**config.mk**
```make
export PLATFORM = sky130hd
export DESIGN_NAME = csc_encode_scheduler
export DESIGN_NICKNAME = d
export VERILOG_FILES = /design/src/rtl/csc_sched_pkg.sv /design/src/rtl/csc_col_addr_gen.sv /design/src/rtl/csc_encode_scheduler.sv
export SDC_FILE = /design/constraint.sdc
export NUM_CORES = 1
export LEC_CHECK = 0
export ABC_CLOCK_PERIOD_IN_PS = 4750
export CELL_PAD_IN_SITES_DETAIL_PLACEMENT = 0
export CELL_PAD_IN_SITES_GLOBAL_PLACEMENT = 1
export CORE_MARGIN = 4
export CORE_UTILIZATION = 49
export CTS_CLUSTER_DIAMETER = 200
export DETAILED_ROUTE_END_ITERATION = 6
export DONT_BUFFER_PORTS = 1
export GPL_TIMING_DRIVEN = 0
export PLACE_DENSITY_LB_ADDON = 0.15
export SYNTH_ARGS = -nofsm -noshare
export SYNTH_HDL_FRONTEND = slang
export SYNTH_HIERARCHICAL = 1
export SYNTH_SLANG_ARGS = --single-unit
```
**constraint.sdc**
```tcl
create_clock -name clock -period 4.75 [get_ports clock]
set_input_delay 0.95 -clock clock [delete_from_list [all_inputs] [get_ports clock]]
set_output_delay 0.95 -clock clock [all_outputs]
set_load 0.05 [all_outputs]
```
**src/rtl/csc_sched_pkg.sv**
```systemverilog
// csc_sched_pkg: FSM state encoding and parameter
// defaults shared by the CSC encode scheduler files.
package csc_sched_pkg;

  localparam int SRC_ADDR_WIDTH_DEF = 10;
  localparam int NUM_BANKS_DEF      = 4;

  typedef enum logic [2:0] {
    ST_IDLE  = 3'd0,
    ST_CLEAR = 3'd1,
    ST_FEED  = 3'd2,
    ST_DRAIN = 3'd3,
    ST_NEXT  = 3'd4,
    ST_FIN   = 3'd5
  } sched_state_e;

endpackage

```
**src/rtl/csc_col_addr_gen.sv**
```systemverilog
// csc_col_addr_gen: column-major source address walker
// (row inner, col outer) over a per-vector base accumulator.
module csc_col_addr_gen
  import csc_sched_pkg::*;
#(
  parameter int AW = SRC_ADDR_WIDTH_DEF
) (
  input  logic          clk_i,
  input  logic          rst_i,
  input  logic          job_start_i,
  input  logic          load_i,
  input  logic          step_i,
  input  logic          next_vec_i,
  input  logic [4:0]    height_i,
  input  logic [4:0]    width_i,
  output logic [AW-1:0] addr_o,
  output logic          last_o
);

  logic [4:0]    row_q, row_d;
  logic [4:0]    col_q, col_d;
  logic [AW-1:0] base_q, base_d;
  logic [AW-1:0] addr_q, addr_d;
  logic [AW-1:0] hw;
  logic          row_end;

  assign hw      = AW'(height_i) * AW'(width_i);
  assign row_end = (row_q == height_i - 5'd1);
  assign last_o  = row_end && (col_q == width_i - 5'd1);
  assign addr_o  = addr_q;

  // addr_q tracks base + row*W + col incrementally
  always_comb begin
    row_d  = row_q;
    col_d  = col_q;
    base_d = base_q;
    addr_d = addr_q;
    unique case (1'b1)
      job_start_i: begin
        row_d  = '0;
        col_d  = '0;
        base_d = '0;
        addr_d = '0;
      end
      load_i: begin
        row_d  = '0;
        col_d  = '0;
        addr_d = base_q;
      end
      step_i: begin
        if (row_end) begin
          row_d  = '0;
          col_d  = col_q + 5'd1;
          addr_d = base_q + AW'(col_q + 5'd1);
        end else begin
          row_d  = row_q + 5'd1;
          addr_d = addr_q + AW'(width_i);
        end
      end
      next_vec_i: base_d = base_q + hw;
      default: ;
    endcase
  end

  always_ff @(posedge clk_i) begin
    if (rst_i) begin
      row_q  <= '0;
      col_q  <= '0;
      base_q <= '0;
      addr_q <= '0;
    end else begin
      row_q  <= row_d;
      col_q  <= col_d;
      base_q <= base_d;
      addr_q <= addr_d;
    end
  end

endmodule

```
**src/rtl/csc_encode_scheduler.sv**
```systemverilog
// csc_encode_scheduler: streams vector matrices from the source
// buffer into the CSC encoder, one iact bank per vector.
module csc_encode_scheduler
  import csc_sched_pkg::*;
#(
  parameter int SRC_ADDR_WIDTH = SRC_ADDR_WIDTH_DEF,
  parameter int NUM_BANKS      = NUM_BANKS_DEF,
  parameter int BANK_SEL_WIDTH = $clog2(NUM_BANKS)
) (
  input  logic                      clock,
  input  logic                      reset,
  input  logic                      start,
  input  logic [4:0]                cfg_matrix_height,
  input  logic [4:0]                cfg_matrix_width,
  input  logic [3:0]                cfg_num_vectors,
  output logic                      src_rd_en,
  output logic [SRC_ADDR_WIDTH-1:0] src_rd_addr,
  input  logic signed [7:0]         src_rd_data,
  output logic                      enc_data_in_valid,
  output logic signed [7:0]         enc_data_in,
  output logic [4:0]                enc_matrix_height,
  output logic [4:0]                enc_matrix_width,
  output logic                      enc_clear_iact_SRAM,
  input  logic                      enc_one_vector_done,
  output logic [BANK_SEL_WIDTH-1:0] bank_sel,
  output logic                      busy,
  output logic                      done,
  output logic                      cfg_error
);

  sched_state_e state_q, state_d;

  logic [4:0]                h_q, w_q;
  logic [3:0]                n_q, vec_q;
  logic [BANK_SEL_WIDTH-1:0] bank_q;
  logic                      err_q;
  logic                      rd_q, vld_q;
  logic signed [7:0]         data_q;

  logic cfg_bad, go, last;
  logic st_clear, st_feed, st_next;

  assign cfg_bad = (cfg_matrix_height == 5'd0) ||
                   (cfg_matrix_width == 5'd0) ||
                   (cfg_num_vectors == 4'd0);
  assign go      = (state_q == ST_IDLE) && start;

  always_ff @(posedge clock) begin
    if (reset) state_q <= ST_IDLE;
    else       state_q <= state_d;
  end

  always_comb begin
    state_d = state_q;
    unique case (state_q)
      ST_IDLE:  if (start) state_d = cfg_bad ? ST_FIN : ST_CLEAR;
      ST_CLEAR: state_d = ST_FEED;
      ST_FEED:  if (last) state_d = ST_DRAIN;
      ST_DRAIN: if (enc_one_vector_done) state_d = ST_NEXT;
      ST_NEXT:  state_d = (vec_q + 4'd1 < n_q) ? ST_CLEAR : ST_FIN;
      ST_FIN:   state_d = ST_IDLE;
      default:  state_d = ST_IDLE;
    endcase
  end

  always_comb begin
    st_clear = 1'b0;
    st_feed  = 1'b0;
    st_next  = 1'b0;
    done     = 1'b0;
    busy     = (state_q != ST_IDLE);
    unique case (state_q)
      ST_CLEAR: st_clear = 1'b1;
      ST_FEED:  st_feed  = 1'b1;
      ST_NEXT:  st_next  = 1'b1;
      ST_FIN:   done     = 1'b1;
      default:  ;
    endcase
  end

  csc_col_addr_gen #(
    .AW(SRC_ADDR_WIDTH)
  ) u_addr (
    .clk_i      (clock),
    .rst_i      (reset),
    .job_start_i(go),
    .load_i     (st_clear),
    .step_i     (st_feed),
    .next_vec_i (st_next),
    .height_i   (h_q),
    .width_i    (w_q),
    .addr_o     (src_rd_addr),
    .last_o     (last)
  );

  // every job restarts at vector 0 / bank 0
  always_ff @(posedge clock) begin
    if (reset) begin
      h_q    <= '0;
      w_q    <= '0;
      n_q    <= '0;
      vec_q  <= '0;
      bank_q <= '0;
      err_q  <= 1'b0;
    end else if (go) begin
      h_q    <= cfg_matrix_height;
      w_q    <= cfg_matrix_width;
      n_q    <= cfg_num_vectors;
      vec_q  <= '0;
      bank_q <= '0;
      err_q  <= cfg_bad;
    end else if (st_next) begin
      vec_q  <= vec_q + 4'd1;
      bank_q <= (bank_q == BANK_SEL_WIDTH'(NUM_BANKS - 1)) ?
                '0 : bank_q + 1'b1;
    end
  end

  // rd_q marks the cycle src_rd_data is valid
  always_ff @(posedge clock) begin
    if (reset) begin
      rd_q   <= 1'b0;
      vld_q  <= 1'b0;
      data_q <= '0;
    end else begin
      rd_q  <= st_feed;
      vld_q <= rd_q;
      if (rd_q) data_q <= src_rd_data;
    end
  end

  assign src_rd_en           = st_feed;
  assign enc_clear_iact_SRAM = st_clear;
  assign enc_data_in_valid   = vld_q;
  assign enc_data_in         = data_q;
  assign enc_matrix_height   = h_q;
  assign enc_matrix_width    = w_q;
  assign bank_sel            = bank_q;
  assign cfg_error           = err_q;

endmodule

```
# Word-level counts from Yosys, hierarchy flattened
# Cells that the tools add are included.
# classes
multipliers,1
n_reduce_logical,16
muxes,18
n_addsub,10
magnitude_cmp,1
n_eq_ne,12
# op_table
op,count
one-hot mux 10 bit (3 select lines),1
adder 10 bit,2
one-hot mux 10 bit (2 select lines),1
one-hot mux 5 bit (2 select lines),2
2-to-1 mux 3 bit,5
one-hot mux 3 bit (5 select lines),1
adder 10 x 5 -> 10 bit,1
"adder 5 x 1 -> 5 bit, second input constant",2
== test 5 bit,2
logical NOT 5 bit,2
multiplier 5 x 5 -> 10 bit,1
2-to-1 mux 10 bit,1
2-to-1 mux 5 bit,2
"subtractor 5 x 1 -> 5 bit, second input constant",2
"adder 5 x 1 -> 6 bit, second input constant",1
"== test 3 x 2 -> 1 bit, second input constant",2
"== test 3 bit, second input constant",2
"inequality test 2 bit, second input constant",3
nonzero test 3 bit,2
"adder 4 x 1 -> 4 bit, second input constant",1
logical NOT 4 bit,1
less-than comparator 4 bit,1
2-to-1 mux 1 bit,4
nonzero test 2 bit,2
other kinds (11),14
# totals
ff_bits,64
inputBits,26
word_cells,72
output_inout_bits,36

# Depth between registers and ports, before layout
# depth
depth_word,6
depth_mapped,15
ltp_nobuf,14

# Cells and area by module
# Netlist, hierarchy kept.
# modules_own_cells
module,n_inst,area_each_um2,cells_per_inst,seq_area_each_um2
csc_col_addr_gen,1,3215.6,384,600.6
csc_encode_scheduler,1,1498.9,170,680.7

# Worst setup path before layout
# OpenSTA, ideal clock, no wires.
# synth_timing
path_kind,reg2reg
from,"register w_q[2], in the netlist enc_matrix_width[2]"
to,register u_addr.base_q[9]
synth_period_minus_slack_ps,4194
required_ps,4679
arrival_ps,4123
path_stages_with_launch,15
setup_slack_ps,556
path_buffers,1
setup_time_ps,71
path_cell_list,dfxtp_1 clkbuf_1 and2_1 fa_1 fa_1 inv_1 fa_1 inv_1 ha_1 nand3_1 o211ai_1 o41ai_1 xnor2_1 mux2_2 a21oi_1
# synth_via
elab_chain_len,3
# synth_rtl
element,line,text
from (decl),csc_encode_scheduler.sv:33,"logic [4:0] h_q, w_q;"
from (signal assigned),csc_encode_scheduler.sv:107,w_q <= cfg_matrix_width;
multiplier 5 x 5 -> 10 bit,csc_col_addr_gen.sv:27,assign hw = AW'(height_i) * AW'(width_i);
adder 10 bit,csc_col_addr_gen.sv:60,next_vec_i: base_d = base_q + hw;
one-hot mux 10 bit (2 select lines),csc_col_addr_gen.sv:38,unique case (1'b1)
to (signal assigned),csc_col_addr_gen.sv:74,base_q <= base_d;
to (decl),csc_col_addr_gen.sv:22,"logic [AW-1:0] base_q, base_d;"
# No other way between the ends.
# A chain may end at the register's enable or synchronous reset.

# Final worst setup path
# Ends and elaborated chain as after synthesis.

==> flow_metrics.py <==
metrics = {
    "global_routing": {
        "grt_pass1_vias": 3887,
        "gr-total-overflow": 0,
        "antenna_violations_before_repair": 0,
        "grt_first_pass_wirelength_um": 19700,
        "grt_max_degree": 14,
        "globalRouteTotalUtil": 0.2200,
    },
    "sta": {
        "setup_repair_after_global_routing_missed_its_margin": "false",
        "finalSetupViolCount": 0,
        "hold_violations_final": 0,
        "fin_worst_skew_ps": 7.387,
        "finalMaxSlewViolations": 0,
        "final.setup.tns_ps": 0,
        "final.setup.worst_slack_ps": 306.7,
        "worstMarginPinSlew_ps": 1307,
        "timing.max_slew.rel_slack": 0.1223,
        "min_period_ps": 4443,
        "whs_ps": 468.5,
        "fmaxAchievable_mhz": 225.1,
        "post-route-period-util": 0.9354,
    },
    "run": {
        "drv.max_cap_violation_count": 0,
    },
    "clock_network": {
        "clock_latency_ps": 340,
        "clock-root-buffer": "sky130_fd_sc_hd__clkbuf_8",
        "cts_max_path_buffers": 2,
        "cts_hold_buf": 0,
        "cts.sink_count": 64,
        "htree_num_levels": 3,
        "cts_inserted_buffers": 9,
        "clock_slew_seen_by_the_registers_of_the_worst_setup_and_hold_paths_ps": 80,
        "tritoncts": "done",
    },
    "yosys": {
        "synth-compound-area-share": 0.1688,
        "synth_top_family_by_area": "simple AND/OR/NAND/NOR gates",
        "post_synthesis_adder_cell_area_fraction": 0.1762,
        "synth_fp_nets": 635,
        "synth_edf_count": 0,
        "postSynthAreaPerCell_um2": 8.510,
        "synth-seq-area-share": 0.2718,
        "synth.yosys.warnings": 6,
        "postSynthCellCount": 554,
        "ys_top_cells_by_area": "sky130_fd_sc_hd__dfxtp_1, sky130_fd_sc_hd__ha_1, sky130_fd_sc_hd__fa_1",
        "proportion_of_synthesized_area_in_mux_cells": 0.04485,
        "synth-async-reset-ratio": 0,
        "synth_cell_types": 62,
        "post_synth_xor_area_fraction": 0.05759,
        "post_synth_and_or_nand_nor_area_fraction": 0.2115,
        "synth_top_area_share": 0.2718,
        "syn_area_um2": 4715,
        "synth_largest_area_cell": "sky130_fd_sc_hd__dfxtp_1",
        "ys.flop_type": "sky130_fd_sc_hd__dfxtp_1",
        "ys_ff_latch": 64,
    },
    "hold_path": {
        "timing.hold.worst.start": "n_q[2]",
        "hold_end": "n_q[2]",
        "hold_path_class": "reg2reg",
        "hold_path_depth": 2,
    },
    "critical_path": {
        "worst-setup-path-type": "reg2reg",
        "timing.critical_path.buf_inv": 3,
        "timing.critical_path.max_delay_family": "adder cells",
        "rrSetupSlack_ps": 310,
        "worst-endpoint-required_ps": 5020,
        "critical_path.max_stage_delay_ps": 570,
        "reg2reg_from": "enc_matrix_width[2]",
        "path_common_cell": "sky130_fd_sc_hd__fa_1",
        "setup.worst_path.start_class": "register",
        "crit_path_end_kind": "register",
        "critPathSlowestCell": "sky130_fd_sc_hd__dfxtp_2",
        "rr_endpoint": "u_addr/base_q[9]",
        "r2r.worst_path.cells": 14,
        "cp_max_fo": 9,
        "cp.arrival_ps": 4720,
        "critical_path.startpoint": "enc_matrix_width[2]",
        "crit_path_cell_trace": "clkbuf_1, and2_1, fa_1, fa_1, inv_1, fa_1, inv_1, ha_1, nand3_1, o211ai_1, o41ai_1, xnor2_1, mux2_2, a21oi_1",
    },
    "pwr": {
        "power.density_cell_area_nw_per_um2": 319.4,
        "pwr-share-comb": 0.228,
        "switching_power_total_mw": 0.5978,
        "power.share.clock": 0.367,
        "cell_internal_power_mw": 1.045,
        "seq_power_share": 0.405,
        "pleak_nw": 2.085,
        "power_switching_share": 0.3638,
        "vdd_ir_drop_max_uv": 246.2,
    },
    "route": {
        "ant_nets": 0,
        "drc_violations": 0,
        "drt_wl_total_um": 11810,
        "wl_per_cell_um": 16.87,
        "drt_iter0_markers": 217,
        "viasPerCell": 5.630,
        "detailedRoute.firstPassIterationCount": 5,
        "num_vias": 3941,
    },
    "place": {
        "dp_slack_ps": 122.6,
        "gp_congestion": 0.8422,
        "detailed_place_hpwl_um": 9039,
        "placed_cells": 684,
        "place_area_um2": 4893,
        "io_buffer_count": 0,
    },
    "floorplanning": {
        "die_x_um": 106.1,
        "io_pins": 62,
        "die_height_um": 106.1,
        "fp.coreArea_um2": 9284,
        "num_rows": 35,
        "dieArea_um2": 11260,
        "start_util": 0.5078,
    },
    "layout": {
        "fill_cells": 902,
        "layout_cells_sized_above_1": 0.08581,
        "layout.cells.non_filler": 700,
        "final_common_cell": "sky130_fd_sc_hd__dfxtp_1",
        "stdcell_area_um2": 5144,
        "layout.cells.most_common_list": "sky130_fd_sc_hd__dfxtp_1, sky130_fd_sc_hd__nand2_1, sky130_fd_sc_hd__inv_1",
        "syn2layout_area_growth_pct": 9.103,
        "diodes": 0,
        "final_nets": 647,
    },
    "run_status": {
        "status": "finished clean",
    },
}
## sequential cells by signal, indices dropped and copies added, names as in the netlist
name and cells:
u_addr/addr_o 10, u_addr/base_q 10, enc_data_in 8, enc_matrix_height 5, enc_matrix_width 5, u_addr/col_q 5
u_addr/row_q 5, n_q 4, vec_q 4, state_q 3, bank_sel 2, cfg_error 1
enc_data_in_valid 1, rd_q 1
## worst register-to-register path, cell delays in order, from the launching register on
cell and delay (ps):
sky130_fd_sc_hd__dfxtp_2 570, sky130_fd_sc_hd__clkbuf_1 420, sky130_fd_sc_hd__and2_1 210, sky130_fd_sc_hd__fa_1 440
sky130_fd_sc_hd__fa_1 550, sky130_fd_sc_hd__inv_1 50, sky130_fd_sc_hd__fa_1 520, sky130_fd_sc_hd__inv_1 40
sky130_fd_sc_hd__ha_1 340, sky130_fd_sc_hd__nand3_1 110, sky130_fd_sc_hd__o211ai_1 120, sky130_fd_sc_hd__o41ai_1 320
sky130_fd_sc_hd__xnor2_1 200, sky130_fd_sc_hd__mux2_2 370, sky130_fd_sc_hd__a21oi_1 120
## metrics by stage
stage | utilization | total power [mW]
after floorplan | - | 0.9510
after global placement | 0.5252 | 1.034
after detailed placement | 0.5271 | 1.049
after CTS | 0.5539 | 1.654
after global routing | 0.5540 | 1.720
final | 0.5540 | 1.643
## power groups by stage
| stage | logic [mW] | clock network (mW) | registers (mW) |
|---|---|---|---|
| floorplan | 0.289 | 0 | 0.662 |
| global placement | 0.356 | 0 | 0.678 |
| detailed placement | 0.370 | 0 | 0.679 |
| CTS | 0.372 | 0.616 | 0.666 |
| global route | 0.413 | 0.635 | 0.672 |
| finish | 0.374 | 0.603 | 0.666 |
## worst max-delay path by stage
stage / to / slack [ps] / depth (start not counted)
2_1_floorplan: u_addr/base_q[9] / 560 / 14
3_3_place_gp: u_addr/base_q[9] / 160 / 14
3_5_place_dp: u_addr/base_q[9] / 120 / 14
4_1_cts: u_addr/base_q[9] / 100 / 14
5_1_grt: u_addr/base_q[9] / 30 / 14
6_report: u_addr/base_q[9] / 310 / 14
## metal layers
metal	up-vias	global-route usage	share of wire
met3	6	0.06132	0.064
met1	1848	0.2984	0.48
met4	0	0.04348	0.0064
met5	-	0	0
met2	124	0.3525	0.45
li1	1963	-	-
## logic make-up after synthesis
group | count (synthesis)
XOR/XNOR | 31
AO/OA/AOI/OAI | 120
buffers and inverters | 73
flip-flops | 64
multiplexers | 21
AND/OR/NAND/NOR | 190
adder cells (fa/ha/maj) | 55
## Yosys cell counts (12+ instances only)
cell type and count:
sky130_fd_sc_hd__dfxtp_1 64, sky130_fd_sc_hd__nand2_1 51, sky130_fd_sc_hd__inv_1 44, sky130_fd_sc_hd__nor2_1 40, sky130_fd_sc_hd__a21oi_1 37, sky130_fd_sc_hd__ha_1 36, sky130_fd_sc_hd__o21ai_0 22, sky130_fd_sc_hd__mux2i_1 20
sky130_fd_sc_hd__nor3_1 20, sky130_fd_sc_hd__fa_1 19, sky130_fd_sc_hd__xnor2_1 19, sky130_fd_sc_hd__clkbuf_1 17, sky130_fd_sc_hd__and2_1 14, sky130_fd_sc_hd__xor2_1 12
## area by class of cell
type,instances,area (µm²),share of cell area
clock inverter,7,125.1,0.02432
timing repair buffer,1,7.507,0.001459
inverter,46,173.9,0.03381
multi-input combinational,417,3117,0.6059
buffer,27,152.6,0.02968
tap,129,161.4,0.03138
clock buffer,9,123.9,0.02408
sequential,64,1282,0.2493
## repair_timing
item                                    CTS  global route
endpoints found under the setup margin    0             1
setup buffers                             0             0
gates resized for setup                   0             1
No activity file was read; power rests on OpenSTA's default activity.
==> variant 1, RTL diff (same settings) <==
Put a register stage on the outputs `src_rd_en` and `enc_clear_iact_SRAM`, without a reset. The values now appear one clock later. The other outputs are not delayed to match.
--- a/src/rtl/csc_encode_scheduler.sv
+++ b/src/rtl/csc_encode_scheduler.sv
@@ -130,6 +130,8 @@
   end
 
-  assign src_rd_en           = st_feed;
-  assign enc_clear_iact_SRAM = st_clear;
+  always_ff @(posedge clock) begin
+    src_rd_en           <= st_feed;
+    enc_clear_iact_SRAM <= st_clear;
+  end
   assign enc_data_in_valid   = vld_q;
   assign enc_data_in         = data_q;
Function: changed (a bounded check fails within 4 cycles, from zero or initial values and one cycle with reset high).
==> variant 1 against the original RTL <==
  * Setup slack improved by 0.055 ns
  * Final cell count rose by 0.14%
  * Hold slack got worse by 0.013 ns
  * Sequential cell count rose by 2
  * Synthesized area rose by 0.85%
  * Synthesized cell count rose by 0.36%
  * First-iteration DRC count fell by 8.8%
  * Total power fell by 9.1%
  * Largest power group unchanged
  * Critical path type unchanged
  * Final area fell by 0.88%
  * Critical path depth did not move
  * Largest cell class unchanged
  * Routed wire length fell by 0.75%
==> variant 1: results (changes against the original RTL) <==
\begin{tabular}{lr}
\hline
Metric & Value \\
\hline
\multicolumn{2}{l}{\textbf{Outcome}} \\
\quad Result of the run & finished, final reports clean \\
\multicolumn{2}{l}{\textbf{Timing}} \\
\quad Final hold slack & 0.4557 ns (-0.01282 ns) \\
\quad Relative slew slack & 0.2728 (+0.1505) \\
\quad Clock Skew & 0.02019 ns (+0.01281 ns) \\
\quad Fmax achieved & 0.2279 GHz (+1.3\%) \\
\multicolumn{2}{l}{\textbf{Global route}} \\
\quad Overall routing resource usage & 0.2160 (-0.004009) \\
\quad First-pass GRT wire length & 19420 um (-1.4\%) \\
\multicolumn{2}{l}{\textbf{Routing}} \\
\quad Starting DRC count in detailed routing & 198 (-8.8\%) \\
\quad Number of iterations in the first detailed-routing pass & 4 (-1) \\
\quad Vias after detailed routing & 3922 (-0.48\%) \\
\quad Detailed-route wire length & 11720 um (-0.75\%) \\
\multicolumn{2}{l}{\textbf{Synth}} \\
\quad Synth Net Count & 637 (+0.31\%) \\
\quad Sequential element share of the synthesized area & 0.2779 (+0.006133) \\
\quad Avg Inst Size Synth & 8.551 sq um (+0.49\%) \\
\quad Top post-synthesis cells by area & sky130\_fd\_sc\_hd\_\_dfxtp\_1 (28\%), sky130\_fd\_sc\_hd\_\_ha\_1 (9.5\%), sky130\_fd\_sc\_hd\_\_fa\_1 (8.0\%) \\
\quad Leading cell types by count after synthesis & sky130\_fd\_sc\_hd\_\_dfxtp\_1 (66), sky130\_fd\_sc\_hd\_\_nand2\_1 (51), sky130\_fd\_sc\_hd\_\_inv\_1 (44) \\
\multicolumn{2}{l}{\textbf{Cells and area}} \\
\quad Final net count & 648 (+0.15\%) \\
\quad Fraction of final layout cells sized beyond drive strength 1 & 0.08217 (-0.003647) \\
\multicolumn{2}{l}{\textbf{Critical path}} \\
\quad Worst path arrival time & 4.67 ns (-0.05 ns) \\
\multicolumn{2}{l}{\textbf{Place}} \\
\quad Setup Slack @ Placement & 0.1192 ns (-0.003406 ns) \\
\quad Instance count after placement with tap cells included & 685 (+0.15\%) \\
\quad Final GP Congestion & 0.8477 (+0.65\%) \\
\quad Area after DPL & 4921 sq um (+0.56\%) \\
\quad Detailed placement HPWL & 8994 um (-0.50\%) \\
\multicolumn{2}{l}{\textbf{Power}} \\
\quad Pleak & 2.061 nW (-1.2\%) \\
\quad Peak supply drop & 220.9 uV (-10\%) \\
\multicolumn{2}{l}{\textbf{Worst hold path}} \\
\quad Tightest Hold Check Type & flop to flop \\
\hline
\end{tabular}
variant 1: power by group:
group          internal (mW)  switching (mW)
logic                  0.123           0.227
clock network          0.193           0.251
registers              0.585           0.115
total                  0.901           0.594
variant 1: path summary, 6_finish.rpt:
| check | from | to | cells past startpoint |
|---|---|---|---|
| min reg2reg | n_q[0]$_SDFFE_PP0P_ | n_q[0]$_SDFFE_PP0P_ | 2 |
| max | enc_matrix_width[2]$_SDFFE_PP0P_ | u_addr/base_q[9]$_SDFFE_PP0P_ | 14 |
| max reg2reg | enc_matrix_width[2]$_SDFFE_PP0P_ | u_addr/base_q[9]$_SDFFE_PP0P_ | 14 |
| min | n_q[0]$_SDFFE_PP0P_ | n_q[0]$_SDFFE_PP0P_ | 2 |
variant 1: area by class of cell:
type                            count  area, sq um
Buffer                             27        152.6
Clock buffer                        9        123.9
Clock inverter                      7        52.55
Fill cell                         915         4229
Inverter                           46        173.9
Multi-Input combinational cell    417         3112
Sequential cell                    66         1323
Tap cell                          129        161.4
variant 1: critical path, cell delays in order, from the launching register on:
cell,delay (ns)
sky130_fd_sc_hd__dfxtp_2,0.57
sky130_fd_sc_hd__clkbuf_1,0.40
sky130_fd_sc_hd__and2_1,0.22
sky130_fd_sc_hd__fa_1,0.44
sky130_fd_sc_hd__fa_1,0.54
sky130_fd_sc_hd__inv_1,0.05
sky130_fd_sc_hd__fa_1,0.52
sky130_fd_sc_hd__inv_1,0.04
sky130_fd_sc_hd__ha_1,0.34
sky130_fd_sc_hd__nand3_1,0.10
sky130_fd_sc_hd__o211ai_1,0.12
sky130_fd_sc_hd__o41ai_1,0.33
sky130_fd_sc_hd__xnor2_1,0.19
sky130_fd_sc_hd__mux2_2,0.36
sky130_fd_sc_hd__a21oi_1,0.11
variant 1: logic make-up after synthesis:
family          synth area share
compound gates            0.1674
xor+xnor                 0.05711
fa+ha+maj                 0.1747
buf+inv                  0.06868
flops                     0.2779
mux                      0.04447
simple gates              0.2097
variant 1: routing by layer:
layer	routed length (um)	GRT usage	up-vias
li1	-	-	1959
met1	5481	0.2871	1838
met2	5227	0.3439	113
met3	875	0.06011	12
met4	133	0.06210	0
met5	0	0	-
==> variant 2, RTL diff (same flow settings) <==
Without the edit above. Set the package constant `NUM_BANKS_DEF` to 8 (it was 4).
--- a/src/rtl/csc_sched_pkg.sv
+++ b/src/rtl/csc_sched_pkg.sv
@@ -4,5 +4,5 @@
 
   localparam int SRC_ADDR_WIDTH_DEF = 10;
-  localparam int NUM_BANKS_DEF      = 4;
+  localparam int NUM_BANKS_DEF      = 8;
 
   typedef enum logic [2:0] {
Ports: changed (resized bank_sel); port bits go from 62 to 63. No check against the original RTL was run, so the function may have changed too.
==> variant 2 against the original RTL <==
  * Final cell count increased by 1.3%
  * Total power increased by 4.5%
  * Core utilization increased by 0.12 points
  * Via count increased by 1.1%
  * Clock skew increased by 0.0025 ns
  * Critical endpoint unchanged
  * Critical path depth decreased by 1
  * Routed wire length increased by 1.4%
  * Clock power about the same
  * Non-clock buffer count increased by 3
  * Sequential cell count increased by 1
  * Final area increased by 0.68%
  * Setup slack got worse by 0.047 ns
  * Synthesized area increased by 0.42%
==> variant 2: results (changes against the original RTL) <==
\begin{tabular}{lr}
\hline
Metric & Value \\
\hline
\multicolumn{2}{l}{\textbf{Global route}} \\
\quad First-pass GRT wire length & 20240 um (+2.8\%) \\
\quad Overall routing resource usage & 0.2244 (+0.004455) \\
\quad Vias in the first global route & 4063 (+4.5\%) \\
\multicolumn{2}{l}{\textbf{Critical path}} \\
\quad Slack of the worst reg-to-reg path & 0.26 ns (-0.05 ns) \\
\quad Worst path arrival time & 4.76 ns (+0.04 ns) \\
\quad Slowest stage cell on the critical path & sky130\_fd\_sc\_hd\_\_dfxtp\_1 \\
\quad Maximum cell stage delay along the critical path & 0.96 ns (+0.39 ns) \\
\multicolumn{2}{l}{\textbf{Place}} \\
\quad Setup Slack @ Placement & 0.1091 ns (-0.01359 ns) \\
\quad Area after DPL & 4928 sq um (+0.72\%) \\
\quad Detailed placement HPWL & 9227 um (+2.1\%) \\
\quad Instance count after placement with tap cells included & 693 (+1.3\%) \\
\quad Final GP Congestion & 0.8326 (-1.1\%) \\
\multicolumn{2}{l}{\textbf{Cells and area}} \\
\quad Fraction of final layout cells sized beyond drive strength 1 & 0.07414 (-0.01168) \\
\quad Final net count & 657 (+1.5\%) \\
\multicolumn{2}{l}{\textbf{Synth}} \\
\quad Sequential element share of the synthesized area & 0.2748 (+0.003079) \\
\quad Avg Inst Size Synth & 8.424 sq um (-1.0\%) \\
\quad Post-synth cell types & 63 (+1.6\%) \\
\quad Synth Net Count & 644 (+1.4\%) \\
\quad Top post-synthesis cells by area & sky130\_fd\_sc\_hd\_\_dfxtp\_1 (27\%), sky130\_fd\_sc\_hd\_\_ha\_1 (9.8\%), sky130\_fd\_sc\_hd\_\_fa\_1 (8.0\%) \\
\quad Leading cell types by count after synthesis & sky130\_fd\_sc\_hd\_\_dfxtp\_1 (65), sky130\_fd\_sc\_hd\_\_nand2\_1 (54), sky130\_fd\_sc\_hd\_\_inv\_1 (43), sky130\_fd\_sc\_hd\_\_nor2\_1 (43), sky130\_fd\_sc\_hd\_\_a21oi\_1 (41) \\
\multicolumn{2}{l}{\textbf{Routing}} \\
\quad Mean routed wirelength per cell & 16.88 um (about the same) \\
\quad Starting DRC count in detailed routing & 197 (-9.2\%) \\
\quad Detailed-route wire length & 11970 um (+1.4\%) \\
\multicolumn{2}{l}{\textbf{Power}} \\
\quad Peak supply drop & 243.7 uV (-1.1\%) \\
\quad Pleak & 2.100 nW (+0.71\%) \\
\multicolumn{2}{l}{\textbf{Outcome}} \\
\quad Result of the run & finished, final reports clean \\
\multicolumn{2}{l}{\textbf{Timing}} \\
\quad Relative slew slack & 0.3429 (+0.2206) \\
\quad Final hold slack & 0.4628 ns (-0.005707 ns) \\
\quad Clock Skew & 0.009840 ns (+0.002452 ns) \\
\hline
\end{tabular}
variant 2: cell count changes after synthesis, moves of 3 or more:
cell                       unedited run  this run
sky130_fd_sc_hd__a31oi_1              3         6
sky130_fd_sc_hd__clkbuf_1            17        22
sky130_fd_sc_hd__nor4_1               6         3
sky130_fd_sc_hd__nor4_2               0         3
sky130_fd_sc_hd__a21oi_1             37        41
sky130_fd_sc_hd__nor2_1              40        43
sky130_fd_sc_hd__nor2_4               3         0
sky130_fd_sc_hd__nand2_1             51        54
variant 2: repair_timing:
action,CTS,global route
endpoints found under the setup margin,0,1
endpoints found under the hold margin,0,0
resized for setup,0,1
variant 2: kinds of logic (layout without fill, tap and decap cells):
kind of cell / Yosys count / count (layout) / share of synthesized area
fa+ha+maj: 56 / 56 / 0.1781
compound gates: 124 / 124 / 0.1686
mux: 21 / 21 / 0.04466
flops: 65 / 65 / 0.2748
simple gates: 190 / 190 / 0.2082
buf+inv: 74 / 92 / 0.06633
xor+xnor: 32 / 32 / 0.05920
variant 2: final cells by class:
class / instances / area [sq um]
well taps: 129 / 161.4
clock inverters: 7 / 125.1
flip-flops and latches: 65 / 1303
plain buffers: 29 / 140.1
inverters: 45 / 173.9
clock buffers: 9 / 123.9
repair buffers: 2 / 22.52
multi-input cells: 423 / 3129
fillers: 914 / 4149
variant 2: metal layers:
| layer | wire (um) | GRT usage | up-vias |
|---|---|---|---|
| met1 | 5653 | 0.3027 | 1901 |
| met3 | 632 | 0.04250 | 10 |
| met4 | 134 | 0.06198 | 0 |
| met2 | 5549 | 0.3674 | 89 |
| met5 | 0 | 0 | - |
| li1 | - | - | 1983 |
variant 2: power by group:
group / internal [mW] / switching (mW)
logic: 0.142 / 0.280
clock network: 0.355 / 0.246
registers: 0.577 / 0.117
total: 1.07 / 0.643
